$ cat src/rtl/rc2014_mem_arbiter_if.sv
// rc2014_mem_arbiter_if: Z80 bus pins, internal req/ack port and RAM port of the arbiter
interface rc2014_mem_arbiter_if #(
  parameter int ADDR_W = 13
);
  logic [15:0]       a;
  logic [7:0]        d_in;
  logic [7:0]        d_out;
  logic              data_oe;
  logic              rd_n;
  logic              wr_n;
  logic              mrq_n;
  logic              int_req;
  logic              int_we;
  logic [ADDR_W-1:0] int_addr;
  logic [7:0]        int_wdata;
  logic              int_ack;
  logic              int_rvalid;
  logic [7:0]        int_rdata;
  logic [ADDR_W-1:0] mem_addr;
  logic              mem_we;
  logic [7:0]        mem_wdata;
  logic [7:0]        mem_rdata;
  modport slave (
    input  a, d_in, rd_n, wr_n, mrq_n, int_req, int_we, int_addr, int_wdata, mem_rdata,
    output d_out, data_oe, int_ack, int_rvalid, int_rdata, mem_addr, mem_we, mem_wdata
  );
  modport master (
    output a, d_in, rd_n, wr_n, mrq_n, int_req, int_we, int_addr, int_wdata, mem_rdata,
    input  d_out, data_oe, int_ack, int_rvalid, int_rdata, mem_addr, mem_we, mem_wdata
  );
endinterface

$ cat src/rtl/rc2014_mem_arbiter.sv
// rc2014_mem_arbiter: shares one sync RAM between the RC2014 Z80 bus (fixed priority) and an internal req/ack port
module rc2014_mem_arbiter #(
  parameter int          ADDR_W = 13,
  parameter logic [15:0] BASE   = 16'h0000
) (
  input logic                 clk_i,
  input logic                 rst_i,
  rc2014_mem_arbiter_if.slave bus_if
);
  localparam logic [2:0] IDLE    = 3'd0;
  localparam logic [2:0] BUS_RD  = 3'd1;
  localparam logic [2:0] BUS_CAP = 3'd2;
  localparam logic [2:0] BUS_WR  = 3'd3;
  localparam logic [2:0] HOLD    = 3'd4;
  localparam logic [2:0] INT     = 3'd5;
  localparam logic [16:0] LO = {1'b0, BASE};
  localparam logic [16:0] HI = LO + (17'd1 << ADDR_W);
  logic [1:0]        rd_sync_q, wr_sync_q, mrq_sync_q;
  logic [2:0]        state_q, state_d;
  logic [ADDR_W-1:0] addr_q, addr_d;
  logic              we_q, we_d, drive_q, drive_d, ack_q, ack_d, rvalid_q, rvalid_d;
  logic [7:0]        wdata_q, wdata_d, dout_q, dout_d, rdata_q, rdata_d;
  logic              rd_s, wr_s, hit;
  assign rd_s = !rd_sync_q[1] && !mrq_sync_q[1];
  assign wr_s = !wr_sync_q[1] && !mrq_sync_q[1];
  assign hit  = ({1'b0, bus_if.a} >= LO) && ({1'b0, bus_if.a} < HI);
  always_comb begin
    state_d  = state_q;
    addr_d   = addr_q;
    we_d     = 1'b0;
    wdata_d  = wdata_q;
    drive_d  = drive_q;
    dout_d   = dout_q;
    ack_d    = 1'b0;
    rvalid_d = 1'b0;
    rdata_d  = rvalid_q ? bus_if.mem_rdata : rdata_q;
    case (state_q)
      IDLE:
        if ((rd_s || wr_s) && hit) begin
          state_d = rd_s ? BUS_RD : BUS_WR;
          addr_d  = bus_if.a[ADDR_W-1:0];
          we_d    = !rd_s;
          wdata_d = bus_if.d_in;
        end else if (bus_if.int_req) begin
          state_d = INT;
          addr_d  = bus_if.int_addr;
          we_d    = bus_if.int_we;
          wdata_d = bus_if.int_wdata;
          ack_d   = 1'b1;
        end
      BUS_RD:  state_d = BUS_CAP;
      BUS_CAP: begin
        dout_d  = bus_if.mem_rdata;
        drive_d = rd_s;
        state_d = rd_s ? HOLD : IDLE;
      end
      BUS_WR:  state_d = HOLD;
      // one RAM access per Z80 cycle: wait for both strobes to drop
      HOLD:
        if (!rd_s && !wr_s) begin
          drive_d = 1'b0;
          state_d = IDLE;
        end
      INT: begin
        rvalid_d = !we_q;
        state_d  = IDLE;
      end
      default: state_d = IDLE;
    endcase
  end
  always_ff @(posedge clk_i) begin
    if (rst_i) begin
      rd_sync_q  <= 2'b11;
      wr_sync_q  <= 2'b11;
      mrq_sync_q <= 2'b11;
      state_q    <= IDLE;
      addr_q     <= '0;
      we_q       <= 1'b0;
      wdata_q    <= '0;
      drive_q    <= 1'b0;
      dout_q     <= '0;
      ack_q      <= 1'b0;
      rvalid_q   <= 1'b0;
      rdata_q    <= '0;
    end else begin
      rd_sync_q  <= {rd_sync_q[0], bus_if.rd_n};
      wr_sync_q  <= {wr_sync_q[0], bus_if.wr_n};
      mrq_sync_q <= {mrq_sync_q[0], bus_if.mrq_n};
      state_q    <= state_d;
      addr_q     <= addr_d;
      we_q       <= we_d;
      wdata_q    <= wdata_d;
      drive_q    <= drive_d;
      dout_q     <= dout_d;
      ack_q      <= ack_d;
      rvalid_q   <= rvalid_d;
      rdata_q    <= rdata_d;
    end
  end
  // raw pins release the bus the instant the Z80 deasserts
  assign bus_if.data_oe    = !(drive_q && !bus_if.rd_n && !bus_if.mrq_n);
  assign bus_if.d_out      = dout_q;
  assign bus_if.int_ack    = ack_q;
  assign bus_if.int_rvalid = rvalid_q;
  assign bus_if.int_rdata  = rdata_d;
  assign bus_if.mem_addr   = addr_q;
  assign bus_if.mem_we     = we_q;
  assign bus_if.mem_wdata  = wdata_q;
endmodule
$ cat src/flat_wrapper.sv
// flat-port wrapper written by rule: the top's interface ports become plain ports
module rc2014_mem_arbiter_flat 
#(
  parameter int          ADDR_W = 13,
  parameter logic [15:0] BASE   = 16'h0000
)
  (clk_i, rst_i, bus_if_a, bus_if_d_in, bus_if_rd_n, bus_if_wr_n, bus_if_mrq_n, bus_if_int_req, bus_if_int_we, bus_if_int_addr, bus_if_int_wdata, bus_if_mem_rdata, bus_if_d_out, bus_if_data_oe, bus_if_int_ack, bus_if_int_rvalid, bus_if_int_rdata, bus_if_mem_addr, bus_if_mem_we, bus_if_mem_wdata);
  rc2014_mem_arbiter_if #(.ADDR_W(ADDR_W)) bus_if_i ();
  input logic clk_i;
  input logic rst_i;
  input wire logic [$bits(bus_if_i.a)-1:0] bus_if_a;
  input wire logic [$bits(bus_if_i.d_in)-1:0] bus_if_d_in;
  input wire logic [$bits(bus_if_i.rd_n)-1:0] bus_if_rd_n;
  input wire logic [$bits(bus_if_i.wr_n)-1:0] bus_if_wr_n;
  input wire logic [$bits(bus_if_i.mrq_n)-1:0] bus_if_mrq_n;
  input wire logic [$bits(bus_if_i.int_req)-1:0] bus_if_int_req;
  input wire logic [$bits(bus_if_i.int_we)-1:0] bus_if_int_we;
  input wire logic [$bits(bus_if_i.int_addr)-1:0] bus_if_int_addr;
  input wire logic [$bits(bus_if_i.int_wdata)-1:0] bus_if_int_wdata;
  input wire logic [$bits(bus_if_i.mem_rdata)-1:0] bus_if_mem_rdata;
  output wire logic [$bits(bus_if_i.d_out)-1:0] bus_if_d_out;
  output wire logic [$bits(bus_if_i.data_oe)-1:0] bus_if_data_oe;
  output wire logic [$bits(bus_if_i.int_ack)-1:0] bus_if_int_ack;
  output wire logic [$bits(bus_if_i.int_rvalid)-1:0] bus_if_int_rvalid;
  output wire logic [$bits(bus_if_i.int_rdata)-1:0] bus_if_int_rdata;
  output wire logic [$bits(bus_if_i.mem_addr)-1:0] bus_if_mem_addr;
  output wire logic [$bits(bus_if_i.mem_we)-1:0] bus_if_mem_we;
  output wire logic [$bits(bus_if_i.mem_wdata)-1:0] bus_if_mem_wdata;
  assign bus_if_i.a = bus_if_a;
  assign bus_if_i.d_in = bus_if_d_in;
  assign bus_if_i.rd_n = bus_if_rd_n;
  assign bus_if_i.wr_n = bus_if_wr_n;
  assign bus_if_i.mrq_n = bus_if_mrq_n;
  assign bus_if_i.int_req = bus_if_int_req;
  assign bus_if_i.int_we = bus_if_int_we;
  assign bus_if_i.int_addr = bus_if_int_addr;
  assign bus_if_i.int_wdata = bus_if_int_wdata;
  assign bus_if_i.mem_rdata = bus_if_mem_rdata;
  assign bus_if_d_out = bus_if_i.d_out;
  assign bus_if_data_oe = bus_if_i.data_oe;
  assign bus_if_int_ack = bus_if_i.int_ack;
  assign bus_if_int_rvalid = bus_if_i.int_rvalid;
  assign bus_if_int_rdata = bus_if_i.int_rdata;
  assign bus_if_mem_addr = bus_if_i.mem_addr;
  assign bus_if_mem_we = bus_if_i.mem_we;
  assign bus_if_mem_wdata = bus_if_i.mem_wdata;
  rc2014_mem_arbiter #(.ADDR_W(ADDR_W), .BASE(BASE)) u_core (.clk_i(clk_i), .rst_i(rst_i), .bus_if(bus_if_i));
endmodule
$ cat config.mk
export PLATFORM = sky130hd
export DESIGN_NAME = rc2014_mem_arbiter_flat
export DESIGN_NICKNAME = d
export VERILOG_FILES = /design/src/rtl/rc2014_mem_arbiter_if.sv /design/src/rtl/rc2014_mem_arbiter.sv /design/src/flat_wrapper.sv
export SDC_FILE = /design/constraint.sdc
export NUM_CORES = 1
export LEC_CHECK = 0
export ABC_AREA = 1
export CORE_ASPECT_RATIO = 0.8
export CORE_MARGIN = 2
export CORE_UTILIZATION = 30
export DETAILED_ROUTE_END_ITERATION = 10
export HOLD_SLACK_MARGIN = 0.02
export RECOVER_POWER = 50
export SYNTH_ARGS = -nofsm -noshare
export SYNTH_HDL_FRONTEND = slang
export SYNTH_SLANG_ARGS = --single-unit
$ cat constraint.sdc
create_clock -name clk_i -period 3.77 [get_ports clk_i]
set_clock_uncertainty 0.15 [all_clocks]
set_input_delay 0.5655 -clock clk_i [delete_from_list [all_inputs] [get_ports clk_i]]
set_output_delay 0.5655 -clock clk_i [all_outputs]
set_load 0.02 [all_outputs]
==> run_results.csv, run 1 <==
group,metric,value,unit
status,status,"finished clean",
critical_path,critical_path.max_fanout,2,
die,ios,101,
detailed_routing,dr.first_iter.drc_count,52,
die,die_area,0.00816,mm²
logic_synthesis,yosys_most_used_dff,"dfxtp_1",
finish,layout.nets,503,
clocking,cts_hold_buf,0,
timing,finalSetupViolCount,0,
detailed_routing,drc_errors,0,
timing,relSlewSlack,0.107,
logic_synthesis,synth_cell_types,21,
critical_path,required,3050,ps
critical_path,cp-start-kind,"primary input",
clocking,htree_num_levels,2,
clocking,root_buffer,"clkbuf_8",
timing,fmax,387,MHz
global_routing,grt_first_pass_wirelength,9090,µm
logic_synthesis,syn_nets,408,
critical_path,end_kind,"primary output",
timing,fin_crit,2580,ps
finish,drive_above_1_share,0.0428,
logic_synthesis,synth_top_area_cell,"dfxtp_1",
timing,hold_viol,0,
finish,diodes,0,
die,core_area,0.00732,mm²
logic_synthesis,synthCells,348,
logic_synthesis,ys_async_sr_fraction,0,
critical_path,worstSetupPathType,"primary input to primary output",
global_routing,grt_pass1_vias,2026,
finish,fin_util,0.458,
timing,rsz0062_at_grt,"false",
critical_path,r2r_cells,7,
clocking,cts_buffer_depth,2,
logic_synthesis,synth_top_area_frac,0.448,
finish,area_growth,50.1,%
die,rows,28,
clocking,cts_resized,0,
logic_synthesis,ys_warn_count,0,
clocking,cts_buffers,5,
global_routing,gr-total-overflow,0,
clocking,cts_tree,"built",
global_routing,antenna_found_initial,0,
die,chipHeight,81.2,µm
placed_design,portBuffers,100,
die,start_util,0.305,
run,max_cap_violations,0,
critical_path,worstReg2RegStart,"u_core.rd_sync_q[1]",
logic_synthesis,ys_seq_elements,50,
global_routing,grt_max_degree,44,
clocking,clk_transition_reported_paths,80,ps
clocking,post-cts-setup-buffer-count,0,
die,die_w,101,µm
global_routing,grt_use_total,0.140,
detailed_routing,ant_nets,0,
clocking,clock-sinks,50,
logic_synthesis,synth_edf_count,0,
logic_synthesis,synth.area.top_cells,"dfxtp_1 45%, nand2_1 25%, nor2_1 11%",
logic_synthesis,yosys.cell_count.top_type,"nand2_1",
detailed_routing,route.final.wire_length,5680,µm
power,cellPowerDensity,357,mW/mm²
timing,drv_slew,0,
placed_design,gp_congestion,0.780,
detailed_routing,viasPerCell,4.17,
hold_path,worstHoldPathType,"register to register",
timing,period_share,0.685,
detailed_routing,vias,2229,
critical_path,crit_end,"bus_if_int_rdata[6]",
placed_design,dp_hpwl,4250,µm
logic_synthesis,synth_seq_area_share,0.448,
detailed_routing,dr.pass1.iters,4,
critical_path,cp-startpoint,"bus_if_mem_rdata[6]",
detailed_routing,wl_per_cell,10.6,µm
timing,worst_pin_slew,1340,ps
logic_synthesis,synth_area_per_cell,6.42,µm²
power,ir_drop,0.000153,V
clocking,clk-insertion-delay-late,290,ps
critical_path,regToRegSetupSlack,1600,ps
logic_synthesis,netlist_top_cells_count,"146 x nand2_1, 68 x nor2_1, 50 x dfxtp_1, 33 x inv_1, 9 x o21ai_0",
logic_synthesis,synth_area,0.00224,mm²
critical_path,r2r-end,"u_core.bus_if.mem_wdata[2]",
critical_path,arrival,1870,ps
power,leakage,1.65,nW
timing,tns,0,ps
==> worst max-delay path: stages <==
cell,delay [ps]
clkdlybuf4s50_1,520
nand2_1,90
nand2_1,90
clkdlybuf4s50_1,600
==> logic make-up after synthesis <==
| family | Yosys count | synth area share |
|---|---|---|
| AOI/OAI and AO/OA | 20 | 0.0481 |
| DFF | 50 | 0.448 |
| buffers and inverters | 47 | 0.0963 |
| and+or+nand+nor | 231 | 0.408 |
==> sequential cells by signal (all words and copies together), names as in the netlist <==
name,count
u_core.bus_if.d_out,8
u_core.bus_if.int_ack,1
u_core.bus_if.int_rvalid,1
u_core.bus_if.mem_addr,13
u_core.bus_if.mem_wdata,8
u_core.bus_if.mem_we,1
u_core.drive_q,1
u_core.mrq_sync_q,2
u_core.rd_sync_q,2
u_core.rdata_q,8
u_core.state_q,3
u_core.wr_sync_q,2
==> worst min-delay path by stage <==
stage	slack, ps	from	to	depth (start not counted)
final	280	u_core.wr_sync_q[0]	u_core.wr_sync_q[1]	1
after global routing	290	u_core.rd_sync_q[0]	u_core.rd_sync_q[1]	1
after CTS	280	u_core.rd_sync_q[0]	u_core.rd_sync_q[1]	1
after detailed placement	260	u_core.mrq_sync_q[0]	u_core.mrq_sync_q[1]	1
after global placement	240	u_core.rd_sync_q[0]	u_core.rd_sync_q[1]	1
after floorplan	240	u_core.mrq_sync_q[0]	u_core.mrq_sync_q[1]	1
==> stage by stage <==
step | instance area (µm²) | power (mW) | setup slack [ps] | hold slack [ps] | std cells
floorplan | 2240 | 0.767 | 1980 | 239 | 348
global placement | 3270 | 0.911 | 1190 | 242 | 526
detailed placement | 3270 | 0.913 | 1200 | 260 | 526
CTS | 3360 | 1.23 | 1200 | 280 | 534
global route | 3360 | 1.28 | 1030 | 286 | 534
finish | 3360 | 1.20 | 1190 | 277 | 534
==> layout by cell type (no fill, tap or decap), types with 3 or more instances in the layout <==
cell type,netlist,final
a21oi_1,8,8
dlygate4sd3_1,0,32
or2_2,4,4
nor2_1,68,68
o21ai_0,9,9
clkdlybuf4s50_1,0,68
nand3_1,4,4
dfxtp_1,50,50
nand2_1,146,147
inv_1,33,33
clkbuf_8,0,6
nand2_2,3,3
==> routing by layer <==
metal  part of all wire  wire length [µm]  global-route usage  vias to the layer above
met4             0.0081                46              0.0356                        0
met5                  0                 0                   0                        -
met1               0.51              2880               0.182                      943
li1                   -                 -                   -                     1222
met2               0.42              2410               0.224                       62
met3              0.061               349              0.0499                        2
==> area by class of cell <==
cell class,instances,area (µm²)
multi-input cells,251,1010
flip-flops and latches,50,1000
inverters,33,124
fillers,775,3970
well taps,90,113
repair buffers,102,1020
clock buffers,7,86.3
clock inverters,1,5.00
==> where the power goes <==
| group | internal [mW] | switching, mW | total, mW |
|---|---|---|---|
| logic | 0.145 | 0.154 | 0.299 |
| clock network | 0.148 | 0.165 | 0.314 |
| registers | 0.568 | 0.0194 | 0.587 |
| total | 0.861 | 0.339 | 1.20 |
(Power assumes the default switching activity.)
==> run 2: changes to the inputs <==
clock period = 2.25 ns   (was 3.77 ns; I/O delays follow)
==> run_results.csv, run 2 (synthesis results as in run 1) <==
group,metric,value,unit
detailed_routing,dr.pass1.iters,4,
critical_path,required,1760,ps
detailed_routing,wl_per_cell,10.5,µm
finish,num-fill-cells,773,
global_routing,grt_max_degree,44,
critical_path,worstSetupPathType,"register to primary output",
global_routing,antenna_found_initial,0,
detailed_routing,ant_nets,0,
detailed_routing,dr.first_iter.drc_count,66,
detailed_routing,drc_errors,0,
clocking,clk_transition_reported_paths,90,ps
critical_path,end_kind,"primary output",
placed_design,dp.cells,529,
critical_path,cp-start-kind,"register",
critical_path,cpMaxStageDelayCell,"clkdlybuf4s50_1",
finish,fin_cells,537,
global_routing,grt_pass1_vias,2004,
finish,final_common_cell,"nand2_1",
clocking,clk-insertion-delay-late,300,ps
timing,relSlewSlack,0.506,
clocking,root_buffer,"clkbuf_8",
finish,final_cell_mix,"147 x nand2_1, 95 x clkdlybuf4s50_1, 69 x nor2_1",
run,max_cap_violations,0,
die,rows,28,
finish,area_growth,51.1,%
clocking,clock-sinks,50,
critical_path,max_stage_delay,590,ps
critical_path,cp_cell_sequence,"buf_4 -> nand2_1 -> nand2_1 -> clkdlybuf4s50_1",
critical_path,arrival,1600,ps
detailed_routing,viasPerCell,4.17,
timing,finalSetupViolCount,0,
critical_path,path_common_cell,"nand2_1",
die,ios,101,
placed_design,gp_congestion,0.781,
placed_design,dp_hpwl,4210,µm
critical_path,worstReg2RegStart,"u_core.state_q[1]",
timing,period_share,0.929,
die,core_area,0.00732,mm²
die,start_util,0.305,
hold_path,holdCritStartpoint,"u_core.mrq_sync_q[0]",
timing,hold_slack,268,ps
status,status,"finished clean",
timing,fmax,478,MHz
hold_path,worstHoldPathType,"register to register",
timing,rsz0062_at_grt,"false",
die,die_area,0.00816,mm²
finish,drive_above_1_share,0.0515,
power,ir_drop,0.000240,V
critical_path,critical_path.max_fanout,6,
placed_design,portBuffers,100,
finish,largest_register_ffs,13,
global_routing,gr-total-overflow,0,
die,die_w,101,µm
clocking,cts_buffers,5,
power,cellPowerDensity,607,mW/mm²
clocking,htree_num_levels,2,
die,chipHeight,81.2,µm
power,leakage,1.59,nW
global_routing,grt_first_pass_wirelength,9260,µm
finish,diodes,0,
timing,drv_slew,0,
timing,fin_crit,2090,ps
timing,hold_viol,0,
finish,layout.nets,506,
global_routing,grt_use_total,0.145,
power,finalPower,2.05,mW
detailed_routing,vias,2239,
detailed_routing,route.final.wire_length,5620,µm
clocking,cts_buffer_depth,2,
timing,worst_pin_slew,738,ps
critical_path,cp-startpoint,"u_core.bus_if.int_rvalid",
timing,tns,0,ps
clocking,cts_tree,"built",
## run 2: cell count changes in the layout (fill, tap and decap cells not counted), sizes merged
cell and change:
clkdlybuf4s50 +27, dlygate4sd3 -27, buf +1, clkbuf +1, clkinv -1, clkinvlp +1
inv +1
## run 2: per-layer routing
metal | routed length [µm] | track usage | vias to the layer above
li1 | - | - | 1229
met1 | 2910 | 0.204 | 936
met2 | 2260 | 0.208 | 66
met3 | 364 | 0.0361 | 8
met4 | 89 | 0.0630 | 0
met5 | 0 | 0 | -
## run 2: final timing paths
check,to,slack (ps),cells past startpoint
max,bus_if_int_rdata[7],160,4
min,u_core.mrq_sync_q[1],270,1
max reg2reg,u_core.bus_if.mem_wdata[1],510,6
min reg2reg,u_core.mrq_sync_q[1],270,1
## run 2: report_power, final
| group | switching [mW] | internal, mW | total (mW) |
|---|---|---|---|
| registers | 0.0334 | 0.952 | 0.985 |
| clock network | 0.297 | 0.253 | 0.550 |
| logic | 0.258 | 0.256 | 0.515 |
| total | 0.589 | 1.46 | 2.05 |
## run 2: final cells by class
| class | instances | area [µm²] | share of cell area |
|---|---|---|---|
| Timing Repair Buffer | 105 | 1030 | 0.305 |
| Clock inverter | 2 | 16.3 | 0.00481 |
| Inverter | 33 | 124 | 0.0367 |
| Sequential cell | 50 | 1000 | 0.297 |
| Clock buffer | 6 | 82.6 | 0.0244 |
| Tap cell | 90 | 113 | 0.0333 |
| Multi-Input combinational cell | 251 | 1010 | 0.299 |
## run 2: what timing repair did
| item | in CTS | in global routing |
|---|---|---|
| setup endpoints to repair | 0 | 8 |
| setup buffers | 0 | 0 |
| hold buffers | 0 | 0 |
| gates resized for setup | 0 | 2 |
## run 2: critical path, delay by kind of cell, from the launching register on
family,cells,cell delay (ps)
buffers and inverters,2,750
flip-flops,1,410
AND/OR/NAND/NOR,2,140
## run 2: metrics by stage
step	cell area, µm²	utilization	setup WS, ps
after CTS	3390	0.464	50.5
after global routing	3380	0.462	43.8
final	3380	0.462	159
after floorplan	2240	-	688
after global placement	3300	0.450	190
after detailed placement	3300	0.450	168
